==> src/rtl/game_pkg.sv <==
// Shared types and default constants for the door-guessing game.
//   round_state_t : round sequencer state (IDLE=0, PLAY=1, REVEAL=2, OVER=3)
//   *_DEFAULT     : default timing and lives constants for the top level
//   max_u         : helper for sizing counters from two limits
package game_pkg;

  typedef enum logic [1:0] {
    StIdle   = 2'd0,
    StPlay   = 2'd1,
    StReveal = 2'd2,
    StOver   = 2'd3
  } round_state_t;

  localparam int unsigned CLK_HZ_DEFAULT     = 25_000_000;
  localparam int unsigned ROUND_SEC_DEFAULT  = 10;
  localparam int unsigned PAUSE_SEC_DEFAULT  = 1;
  localparam int unsigned LIVES_INIT_DEFAULT = 3;

  function automatic int unsigned max_u(input int unsigned a, input int unsigned b);
    return (a > b) ? a : b;
  endfunction

endpackage

==> src/rtl/sec_prescaler.sv <==
// One-second prescaler: counts 0..CLK_HZ-1 while enabled and pulses tick_o on the
// wrap cycle. Shared with the seven-segment timer path.
//   clk_i    : clock
//   rst_i    : synchronous active-high reset
//   enable_i : count when high, freeze when low
//   clear_i  : return count to zero on the next edge (wins over enable)
//   tick_o   : high for the cycle the counter sits at CLK_HZ-1 while enabled
module sec_prescaler
  import game_pkg::*;
#(
  parameter int unsigned CLK_HZ = CLK_HZ_DEFAULT
) (
  input  logic clk_i,
  input  logic rst_i,
  input  logic enable_i,
  input  logic clear_i,
  output logic tick_o
);

  localparam int unsigned CntW = (CLK_HZ > 1) ? $clog2(CLK_HZ) : 1;
  localparam logic [CntW-1:0] CntMax = CntW'(CLK_HZ - 1);

  logic [CntW-1:0] cnt_q, cnt_d;

  assign tick_o = enable_i && (cnt_q == CntMax);

  always_comb begin
    cnt_d = cnt_q;
    if (clear_i || tick_o) begin
      cnt_d = '0;
    end else if (enable_i) begin
      cnt_d = cnt_q + CntW'(1);
    end
  end

  always_ff @(posedge clk_i) begin
    if (rst_i) begin
      cnt_q <= '0;
    end else begin
      cnt_q <= cnt_d;
    end
  end

endmodule

==> src/rtl/round_controller.sv <==
// Game-round sequencer: timed PLAY phase, timed REVEAL pause, per-player scoring
// with lives, game-over detection and winner report. All outputs are registered.
//   clk_i / reset_i          : clock, synchronous active-high reset
//   hold_i                   : (ROUND_CTRL_HOLD_EN only) freezes timing in PLAY/REVEAL
//   start_i                  : starts a game from IDLE or OVER
//   player_pos_i             : NUM_PLAYERS x DOOR_W chosen doors, player p at [p*DOOR_W +: DOOR_W]
//   correct_door_i           : NUM_PLAYERS x DOOR_W correct doors, same packing
//   state_o                  : IDLE=0, PLAY=1, REVEAL=2, OVER=3
//   seconds_o / sec_tick_o   : elapsed seconds in phase / one-cycle pulse per second
//   reveal_o                 : high while in REVEAL
//   lives_o                  : NUM_PLAYERS x LIFE_W remaining lives, same packing
//   round_num_o              : completed rounds, saturating at 255
//   winner_o / winner_valid_o: lowest surviving index / exactly one survivor in OVER
// Optional feature macro: ROUND_CTRL_HOLD_EN adds the hold_i port.
module round_controller
  import game_pkg::*;
#(
  parameter int unsigned NUM_PLAYERS = 2,
  parameter int unsigned NUM_DOORS   = 4,
  parameter int unsigned LIVES_INIT  = LIVES_INIT_DEFAULT,
  parameter int unsigned CLK_HZ      = CLK_HZ_DEFAULT,
  parameter int unsigned ROUND_SEC   = ROUND_SEC_DEFAULT,
  parameter int unsigned PAUSE_SEC   = PAUSE_SEC_DEFAULT,
  localparam int unsigned DOOR_W     = (NUM_DOORS > 1) ? $clog2(NUM_DOORS) : 1,
  localparam int unsigned LIFE_W     = (LIVES_INIT > 0) ? $clog2(LIVES_INIT + 1) : 1,
  localparam int unsigned SEC_W      = $clog2(ROUND_SEC + 1),
  localparam int unsigned WIN_W      = (NUM_PLAYERS > 1) ? $clog2(NUM_PLAYERS) : 1
) (
  input  logic                          clk_i,
  input  logic                          reset_i,
`ifdef ROUND_CTRL_HOLD_EN
  input  logic                          hold_i,
`endif
  input  logic                          start_i,
  input  logic [NUM_PLAYERS*DOOR_W-1:0] player_pos_i,
  input  logic [NUM_PLAYERS*DOOR_W-1:0] correct_door_i,
  output logic [1:0]                    state_o,
  output logic [SEC_W-1:0]              seconds_o,
  output logic                          sec_tick_o,
  output logic                          reveal_o,
  output logic [NUM_PLAYERS*LIFE_W-1:0] lives_o,
  output logic [7:0]                    round_num_o,
  output logic [WIN_W-1:0]              winner_o,
  output logic                          winner_valid_o
);

  // Internal seconds counter must hold whichever phase limit is larger.
  localparam int unsigned SecCntW = $clog2(max_u(ROUND_SEC, PAUSE_SEC) + 1);
  localparam int unsigned AliveW  = $clog2(NUM_PLAYERS + 1);

  round_state_t        state_q, state_d;
  logic [SecCntW-1:0]  seconds_q, seconds_d;
  logic                sec_tick_q;
  logic [7:0]          round_q, round_d;
  logic [WIN_W-1:0]    winner_q, winner_d;
  logic                winner_valid_q, winner_valid_d;
  logic [LIFE_W-1:0]   lives_q      [NUM_PLAYERS];
  logic [LIFE_W-1:0]   lives_d      [NUM_PLAYERS];
  logic [LIFE_W-1:0]   lives_scored [NUM_PLAYERS];

  logic                hold;
  logic                running;
  logic                tick;
  logic                phase_clear;
  logic [AliveW-1:0]   alive;
  logic [WIN_W-1:0]    first_alive;
  logic                found;
  logic                game_done;

`ifdef ROUND_CTRL_HOLD_EN
  assign hold = hold_i;
`else
  assign hold = 1'b0;
`endif

  assign running     = ((state_q == StPlay) || (state_q == StReveal)) && !hold;
  assign phase_clear = (state_d != state_q);

  sec_prescaler #(
    .CLK_HZ (CLK_HZ)
  ) u_sec_prescaler (
    .clk_i    (clk_i),
    .rst_i    (reset_i),
    .enable_i (running),
    .clear_i  (phase_clear),
    .tick_o   (tick)
  );

  // Per-player scoring: eliminated players keep 0 and their inputs are ignored.
  for (genvar p = 0; p < NUM_PLAYERS; p++) begin : g_score
    logic [DOOR_W-1:0] pos;
    logic [DOOR_W-1:0] door;
    assign pos  = player_pos_i[p*DOOR_W +: DOOR_W];
    assign door = correct_door_i[p*DOOR_W +: DOOR_W];
    assign lives_scored[p] = ((lives_q[p] != '0) && (pos != door)) ?
                             lives_q[p] - LIFE_W'(1) : lives_q[p];
    assign lives_o[p*LIFE_W +: LIFE_W] = lives_q[p];
  end

  always_comb begin
    alive       = '0;
    first_alive = '0;
    found       = 1'b0;
    for (int unsigned p = 0; p < NUM_PLAYERS; p++) begin
      if (lives_q[p] != '0) begin
        alive = alive + AliveW'(1);
        if (!found) begin
          first_alive = WIN_W'(p);
          found       = 1'b1;
        end
      end
    end
  end

  // A single-player game continues until that player is out.
  assign game_done = (NUM_PLAYERS == 1) ? (alive == '0) : (alive <= AliveW'(1));

  always_comb begin
    state_d        = state_q;
    seconds_d      = seconds_q;
    round_d        = round_q;
    winner_d       = winner_q;
    winner_valid_d = winner_valid_q;
    lives_d        = lives_q;

    if (tick) begin
      seconds_d = seconds_q + SecCntW'(1);
    end

    unique case (state_q)
      StIdle: begin
        for (int unsigned p = 0; p < NUM_PLAYERS; p++) begin
          lives_d[p] = LIFE_W'(LIVES_INIT);
        end
        round_d = '0;
        if (start_i) begin
          state_d = StPlay;
        end
      end
      StPlay: begin
        if (tick && (seconds_q + SecCntW'(1) == SecCntW'(ROUND_SEC))) begin
          state_d = StReveal;
          lives_d = lives_scored;
          if (round_q != 8'hFF) begin
            round_d = round_q + 8'd1;
          end
        end
      end
      StReveal: begin
        if (tick && (seconds_q + SecCntW'(1) == SecCntW'(PAUSE_SEC))) begin
          if (game_done) begin
            state_d        = StOver;
            winner_d       = first_alive;
            winner_valid_d = (alive == AliveW'(1));
          end else begin
            state_d = StPlay;
          end
        end
      end
      StOver: begin
        if (start_i) begin
          state_d        = StPlay;
          round_d        = '0;
          winner_d       = '0;
          winner_valid_d = 1'b0;
          for (int unsigned p = 0; p < NUM_PLAYERS; p++) begin
            lives_d[p] = LIFE_W'(LIVES_INIT);
          end
        end
      end
      default: state_d = StIdle;
    endcase

    if (state_d != state_q) begin
      seconds_d = '0;
    end
  end

  always_ff @(posedge clk_i) begin
    if (reset_i) begin
      state_q        <= StIdle;
      seconds_q      <= '0;
      sec_tick_q     <= 1'b0;
      round_q        <= '0;
      winner_q       <= '0;
      winner_valid_q <= 1'b0;
      for (int unsigned p = 0; p < NUM_PLAYERS; p++) begin
        lives_q[p] <= LIFE_W'(LIVES_INIT);
      end
    end else begin
      state_q        <= state_d;
      seconds_q      <= seconds_d;
      sec_tick_q     <= tick;
      round_q        <= round_d;
      winner_q       <= winner_d;
      winner_valid_q <= winner_valid_d;
      lives_q        <= lives_d;
    end
  end

  assign state_o        = state_q;
  assign seconds_o      = seconds_q[SEC_W-1:0];
  assign sec_tick_o     = sec_tick_q;
  assign reveal_o       = (state_q == StReveal);
  assign round_num_o    = round_q;
  assign winner_o       = winner_q;
  assign winner_valid_o = winner_valid_q;

endmodule

==> config.mk <==
export PLATFORM = sky130hd
export DESIGN_NAME = round_controller
export DESIGN_NICKNAME = d
export VERILOG_FILES = /design/src/rtl/game_pkg.sv /design/src/rtl/sec_prescaler.sv /design/src/rtl/round_controller.sv
export SDC_FILE = /design/constraint.sdc
export NUM_CORES = 1
export LEC_CHECK = 0
export CAP_MARGIN = 30
export CORE_AREA = 2 2 73 75
export DETAILED_ROUTE_END_ITERATION = 12
export DIE_AREA = 0 0 75 77
export PLACE_DENSITY = 0.77
export SYNTH_ARGS = -nofsm -noshare
export SYNTH_HDL_FRONTEND = slang
export SYNTH_SLANG_ARGS = --single-unit
==> constraint.sdc <==
create_clock -name clk_i -period 3.6 [get_ports clk_i]
set_input_delay 0.72 -clock clk_i [delete_from_list [all_inputs] [get_ports clk_i]]
set_output_delay 0.72 -clock clk_i [all_outputs]
set_load 0.03 [all_outputs]
# Word-level counts from Yosys, hierarchy flattened
# Cells that the tools add are included.
dict set report word_totals {
  register_bits 46
  out_inout_bits 22
  wordCells 79
  inputBits 11
}
dict set report classes {
  n_lt_le_gt_ge 1
  eq_ne 18
  n_reduce_logical 19
  muxes 26
  addsub 6
}
# operator n
set ops {}
lappend ops {{adder 25 x 1 -> 25 bit, second input constant} 1}
lappend ops {{== test 25 bit, second input constant} 1}
lappend ops {{2-to-1 mux 8 bit} 3}
lappend ops {{one-hot mux 8 bit (3 select lines)} 1}
lappend ops {{AND reduction 4 bit} 4}
lappend ops {{2-to-1 mux 2 bit} 7}
lappend ops {{!= test 2 x 1 -> 1 bit, second input constant} 6}
lappend ops {{one-hot mux 4 bit (3 select lines)} 1}
lappend ops {{2-to-1 mux 1 bit} 9}
lappend ops {{adder 8 x 1 -> 8 bit, second input constant} 1}
lappend ops {{2-to-1 mux 4 bit} 2}
lappend ops {{!= test 8 bit, second input constant} 1}
lappend ops {{!= test 2 bit} 3}
lappend ops {{one-hot mux 2 bit (3 select lines)} 1}
lappend ops {{nonzero test 2 bit} 3}
lappend ops {{OR reduction 2 bit} 3}
lappend ops {{logical AND 1 bit} 5}
lappend ops {{adder 4 x 1 -> 4 bit, second input constant} 1}
lappend ops {{== test 2 x 1 -> 1 bit, second input constant} 2}
lappend ops {{== test 2 bit, second input constant} 2}
lappend ops {{== test 4 x 1 -> 1 bit, second input constant} 1}
lappend ops {{== test 4 bit, second input constant} 1}
lappend ops {{one-hot mux 1 bit (2 select lines)} 2}
lappend ops {{subtractor 2 x 1 -> 2 bit, second input constant} 2}
lappend ops {{other kinds (6)} 7}

# Longest topological paths before layout
dict set report depth {
  ltp_word 11
  mapped_depth 11
  ltp_nobuf 10
}

# By module
# A second synthesis with hierarchy kept.
dict set report hier_totals {
  hier_cells 316
  hier_area_um2 2663.8
}
# module seq_area_each_um2 cells_each n_inst area_per_inst_um2
set by_module_without_submodules {}
lappend by_module_without_submodules {round_controller 420.4 178 1 1473.9}
lappend by_module_without_submodules {sec_prescaler 500.5 138 1 1189.9}

# Worst setup path after synthesis
# Ideal clock, no wire load.
dict set report synth_timing {
  path_kind {register -> register}
  start {register state_q[0] (netlist: state_o[0])}
  end {register round_q[7] (netlist: round_num_o[7])}
  required_time_ns 3.529
  stages_incl_launch_ff 11
  arrival_time_ns 2.791
  setup_ns 0.071
  n_path_buf 2
  path_slack_ns 0.738
  synth_period_minus_slack_ns 2.862
  path_cell_list {dfxtp_1 clkbuf_1 inv_1 ha_1 buf_2 and3b_1 nand2_2 nor3_4 a31oi_2 or4_1 a21oi_1}
}
dict set report synth_via {
  elab_chain_len 6
  elab_cells_between_ends 13
  cone_classes {eq/ne (6); mux (1); reduce/logical (6)}
}
# item line
set synth_rtl {}
lappend synth_rtl {{start, declared} round_controller.sv:51} ;# round_state_t state_q, state_d;
lappend synth_rtl {{start signal, assigned} round_controller.sv:181} ;# state_q <= StIdle;
lappend synth_rtl {{start signal, assigned} round_controller.sv:191} ;# state_q <= state_d;
lappend synth_rtl {{== test 2 x 1 -> 1 bit / == test 2 bit (equally long branches)} {round_controller.sv:76, round_controller.sv:130}}
lappend synth_rtl {{logical OR 1 bit} round_controller.sv:76} ;# assign running = ((state_q == StPlay) || (state_q == StReveal)) && !hold;
lappend synth_rtl {{logical AND 1 bit} sec_prescaler.sv:25} ;# assign tick_o = enable_i && (cnt_q == CntMax);
lappend synth_rtl {{logical AND 1 bit} round_controller.sv:141} ;# if (tick && (seconds_q + SecCntW'(1) == SecCntW'(ROUND_SEC))) begin
lappend synth_rtl {{!= test 2 x 1 -> 1 bit (no line)} -}
lappend synth_rtl {{AND reduction 4 bit (no line)} -}
lappend synth_rtl {{end signal, assigned} round_controller.sv:194} ;# round_q <= round_d;
lappend synth_rtl {{end, declared} round_controller.sv:54} ;# logic [7:0] round_q, round_d;
# Parallel ways exist; a longest one is shown, timed or not.
# A chain may end at the register's enable or synchronous reset.

# Final worst setup path
# Ends and elaborated chain as after synthesis.

==> summary.md <==
• 4.30 ps — setup clock skew after layout
• 33 — number of top-level pins
• 0.528 — starting utilization of the core area
• 0.878 — final weighted congestion in routability-driven placement
• 2 — number of H-tree levels
• 311 — cell count after synthesis
• 335 — Synthesized Nets
• 0.211 — total track usage
• 0.192 mV — maximum ir drop on the vdd rail
• 46 — flip-flop and latch count after synthesis
• 0 — count of flip-flops with a built-in enable after synthesis
• 640 ps — setup slack on the worst flop-to-flop path
• 2 — CTS Buffer Depth
• 710 ps — worst slack at placement
• 0 — total grt overflow
• 300 ps — Clk Latency, worst-skew pair
• flop — Critical Path Start Type
• 1620 sq um — multi-input gate area in the final layout
• 599 ps — measured slew at the worst slew-check pin
• 0 — total DRC errors in the routed layout
• 9540 microns — global-route wire length before repair
• 3840 ps — Worst Path Required
• 921 sq um — FF+latch area
• false — RSZ-0062 raised after global routing
• 242 — drt initial violations
• 439 — count of fill cells added during filler insertion
• 18.6% — Area Growth Syn to Fin
• 0.822 — fin crit share
• 12 — maximum net fanout on the critical path
• 0.0552 — fraction of layout cells with a size suffix above 1
• 5.61 — ratio of routed vias to standard cells
• 5780 sq um — overall die area
• flop to flop — crit path kind
• 0.318 — met2 Resource Use GR
• met2 — gr busiest metal
• 550 ps — biggest cell delay along the critical path
• 642 ps — final worst slack
• 0 — Final Setup Violations
• 4190 microns — sum of net half-perimeters after detailed placement
• 0.350 — sequential element share of the synthesized area
• complete, no violations — result of the run
• 1.10 nW — static leakage power
• 26 — number of cell rows
• 0.599 — remaining max-slew budget at the tightest pin
• 8.46 sq um — Post-Syn Area per Cell
• 312 nW/um^2 — total power divided by cell area
• 51 — Yosys cell types
• 80 ps — register clock-pin slew on the reported worst setup and hold paths
• 4980 sq um — placeable core region
• 75 microns — die width
• 0 — diode insertion count for antenna repair
• state_o[0] — reg-to-reg critical path startpoint
• 0 — max-cap check violation count
• sky130_fd_sc_hd__dfxtp_1, sky130_fd_sc_hd__nor2_1, sky130_fd_sc_hd__clkdlybuf4s50_1, sky130_fd_sc_hd__nand2_1, sky130_fd_sc_hd__xnor2_1 — commonest non-fill, non-tap cells in the layout
• 2323 — number of vias after detailed routing
• 2630 sq um — post-synth design cell area
• 2024 — number of global-route vias before repair
• 3190 ps — Critical Path AT
• 2960 ps — clock period minus final worst setup slack
• 367 — net count reported at finish
• state_o[0] — origin of the worst setup path
• sky130_fd_sc_hd__clkbuf_8 — root buf cell
• 4 — detailed-router iteration count before antenna repair
• flop to flop — Hold Path Class
• 19 — maximum number of pins on one net before global-route repair
• 77 microns — die extent in y
• 0.290 — M1 GR Usage
• 5660 microns — Routed WL
• 0 — hold violation total from the final report
• sky130_fd_sc_hd__dfxtp_1 — cell type of the slowest stage on the worst timing path
• 0.974 mW — Total Power Consumption
• 0.627 — Final Core Density
• 0 — count of hold-fix buffers inserted at cts
• 0 — max-slew violation total from the final report
• inv_1 > ha_1 > and3b_1 > nand2_2 > nor3_4 > a31oi_2 > or4_1 > a21oi_1 — chain of cells forming the critical path
• 0.0473 — GR met3 Demand/Resource
• 13.7 microns — average wire per standard cell
• 1 — total buffers and inverters traversed by the critical path
• 0 — initial antenna violation count
• simple AND/OR/NAND/NOR gates — family of cells with the greatest summed delay on the critical path
• 0 — post-CTS repair timing setup buffer count
• flop — kind of capture point of the worst setup path
• lives_o[2] — startpoint of the tightest hold check path
• 0 — # resized after CTS
• done — clock tree from TritonCTS
• sky130_fd_sc_hd__dfxtp_1 — leading cell type in the layout, fill and taps excluded
• 32 — I/O Buffers
• 0 ps — Setup TNS Final
• 0 — synth warn
• 0 — number of antenna-violating nets in the routed design
• sky130_fd_sc_hd__dfxtp_1 — top_reg_cell synth
• 46 — clk sink count
• 5 — cts bufs inserted
• 0.338 GHz — f_max
• 0 — fraction of registers with async set/reset
synth_stat cells (2+ instances only):
cell | number | area (sq um)
sky130_fd_sc_hd__dfxtp_1 | 46 | 921
sky130_fd_sc_hd__nor2_1 | 42 | 158
sky130_fd_sc_hd__nand2_1 | 18 | 67.6
sky130_fd_sc_hd__xnor2_1 | 18 | 158
sky130_fd_sc_hd__inv_1 | 17 | 63.8
sky130_fd_sc_hd__o21ai_0 | 14 | 70.1
sky130_fd_sc_hd__xor2_1 | 14 | 123
sky130_fd_sc_hd__ha_1 | 13 | 163
sky130_fd_sc_hd__nand3_1 | 13 | 65.1
sky130_fd_sc_hd__a21oi_1 | 11 | 55.1
sky130_fd_sc_hd__nand4_1 | 11 | 68.8
sky130_fd_sc_hd__and3_1 | 8 | 50.1
sky130_fd_sc_hd__nor3_1 | 8 | 40.0
sky130_fd_sc_hd__clkbuf_1 | 6 | 22.5
sky130_fd_sc_hd__a31oi_1 | 5 | 31.3
sky130_fd_sc_hd__and4_1 | 5 | 43.8
sky130_fd_sc_hd__nor2b_1 | 5 | 31.3
sky130_fd_sc_hd__nor4b_1 | 4 | 35.0
sky130_fd_sc_hd__or3_1 | 4 | 25.0
sky130_fd_sc_hd__or4_1 | 4 | 30.0
sky130_fd_sc_hd__and2_1 | 3 | 18.8
sky130_fd_sc_hd__mux2i_1 | 3 | 30.0
sky130_fd_sc_hd__o31ai_1 | 3 | 22.5
sky130_fd_sc_hd__a211oi_1 | 2 | 15.0
sky130_fd_sc_hd__a21o_1 | 2 | 15.0
sky130_fd_sc_hd__a32o_1 | 2 | 20.0
sky130_fd_sc_hd__a32oi_1 | 2 | 17.5
sky130_fd_sc_hd__a41oi_1 | 2 | 17.5
sky130_fd_sc_hd__and4bb_2 | 2 | 25.0
sky130_fd_sc_hd__o211ai_1 | 2 | 15.0
sky130_fd_sc_hd__o21bai_1 | 2 | 15.0
worst reg2reg max path, cell delays in order (launching register included):
cell                      delay, ps
sky130_fd_sc_hd__dfxtp_1        550
sky130_fd_sc_hd__inv_1          140
sky130_fd_sc_hd__ha_1           430
sky130_fd_sc_hd__and3b_1        360
sky130_fd_sc_hd__nand2_2        130
sky130_fd_sc_hd__nor3_4         340
sky130_fd_sc_hd__a31oi_2        260
sky130_fd_sc_hd__or4_1          530
sky130_fd_sc_hd__a21oi_1        150
metal layers:
| layer | share of wire | vias to the layer above |
|---|---|---|
| li1 | - | 1188 |
| met1 | 0.48 | 1076 |
| met2 | 0.45 | 51 |
| met3 | 0.048 | 8 |
| met4 | 0.018 | 0 |
| met5 | 0 | - |
cell families (layout without fill, tap and decap cells):
family	count (synthesis)	in the layout	synth area share
buf+inv	24	57	0.0347
fa+ha+maj	13	13	0.0618
simple gates	139	139	0.298
flops	46	46	0.350
compound gates	54	54	0.137
xor+xnor	32	32	0.107
mux	3	3	0.0114
registers in the layout, indices dropped and copies added (netlist names):
name and flops:
state_o 2, round_num_o 8, u_sec_prescaler.cnt_q 25, sec_tick_o 1
seconds_o 4, winner_o 1, lives_o 4, winner_valid_o 1
metrics by stage:
| step | instances | cell area (sq um) | hold slack [ps] |
|---|---|---|---|
| finish | 414 | 3120 | 500 |
| global route | 414 | 3120 | 527 |
| CTS | 414 | 3120 | 502 |
| detailed placement | 406 | 3010 | 483 |
| global placement | 406 | 3010 | 475 |
| floorplan | 311 | 2630 | 472 |
path summary, 6_finish.rpt:
kind,endpoint,cells after the start
min,lives_o[2],2
max reg2reg,round_num_o[7],8
max,round_num_o[7],8
min reg2reg,lives_o[2],2
power by group:
group          internal, mW  switching, mW
sequential            0.510        0.00339
clock                 0.204          0.179
combinational        0.0309         0.0464
total                 0.745          0.229
layout make-up:
type	count	share of cell area
well taps	70	0.0281
multi-input cells	241	0.519
flip-flops and latches	46	0.295
clock inverters	3	0.0128
inverters	17	0.0205
clock buffers	5	0.0221
repair buffers	32	0.103
Note: power is estimated with default switching activity, not from simulation.
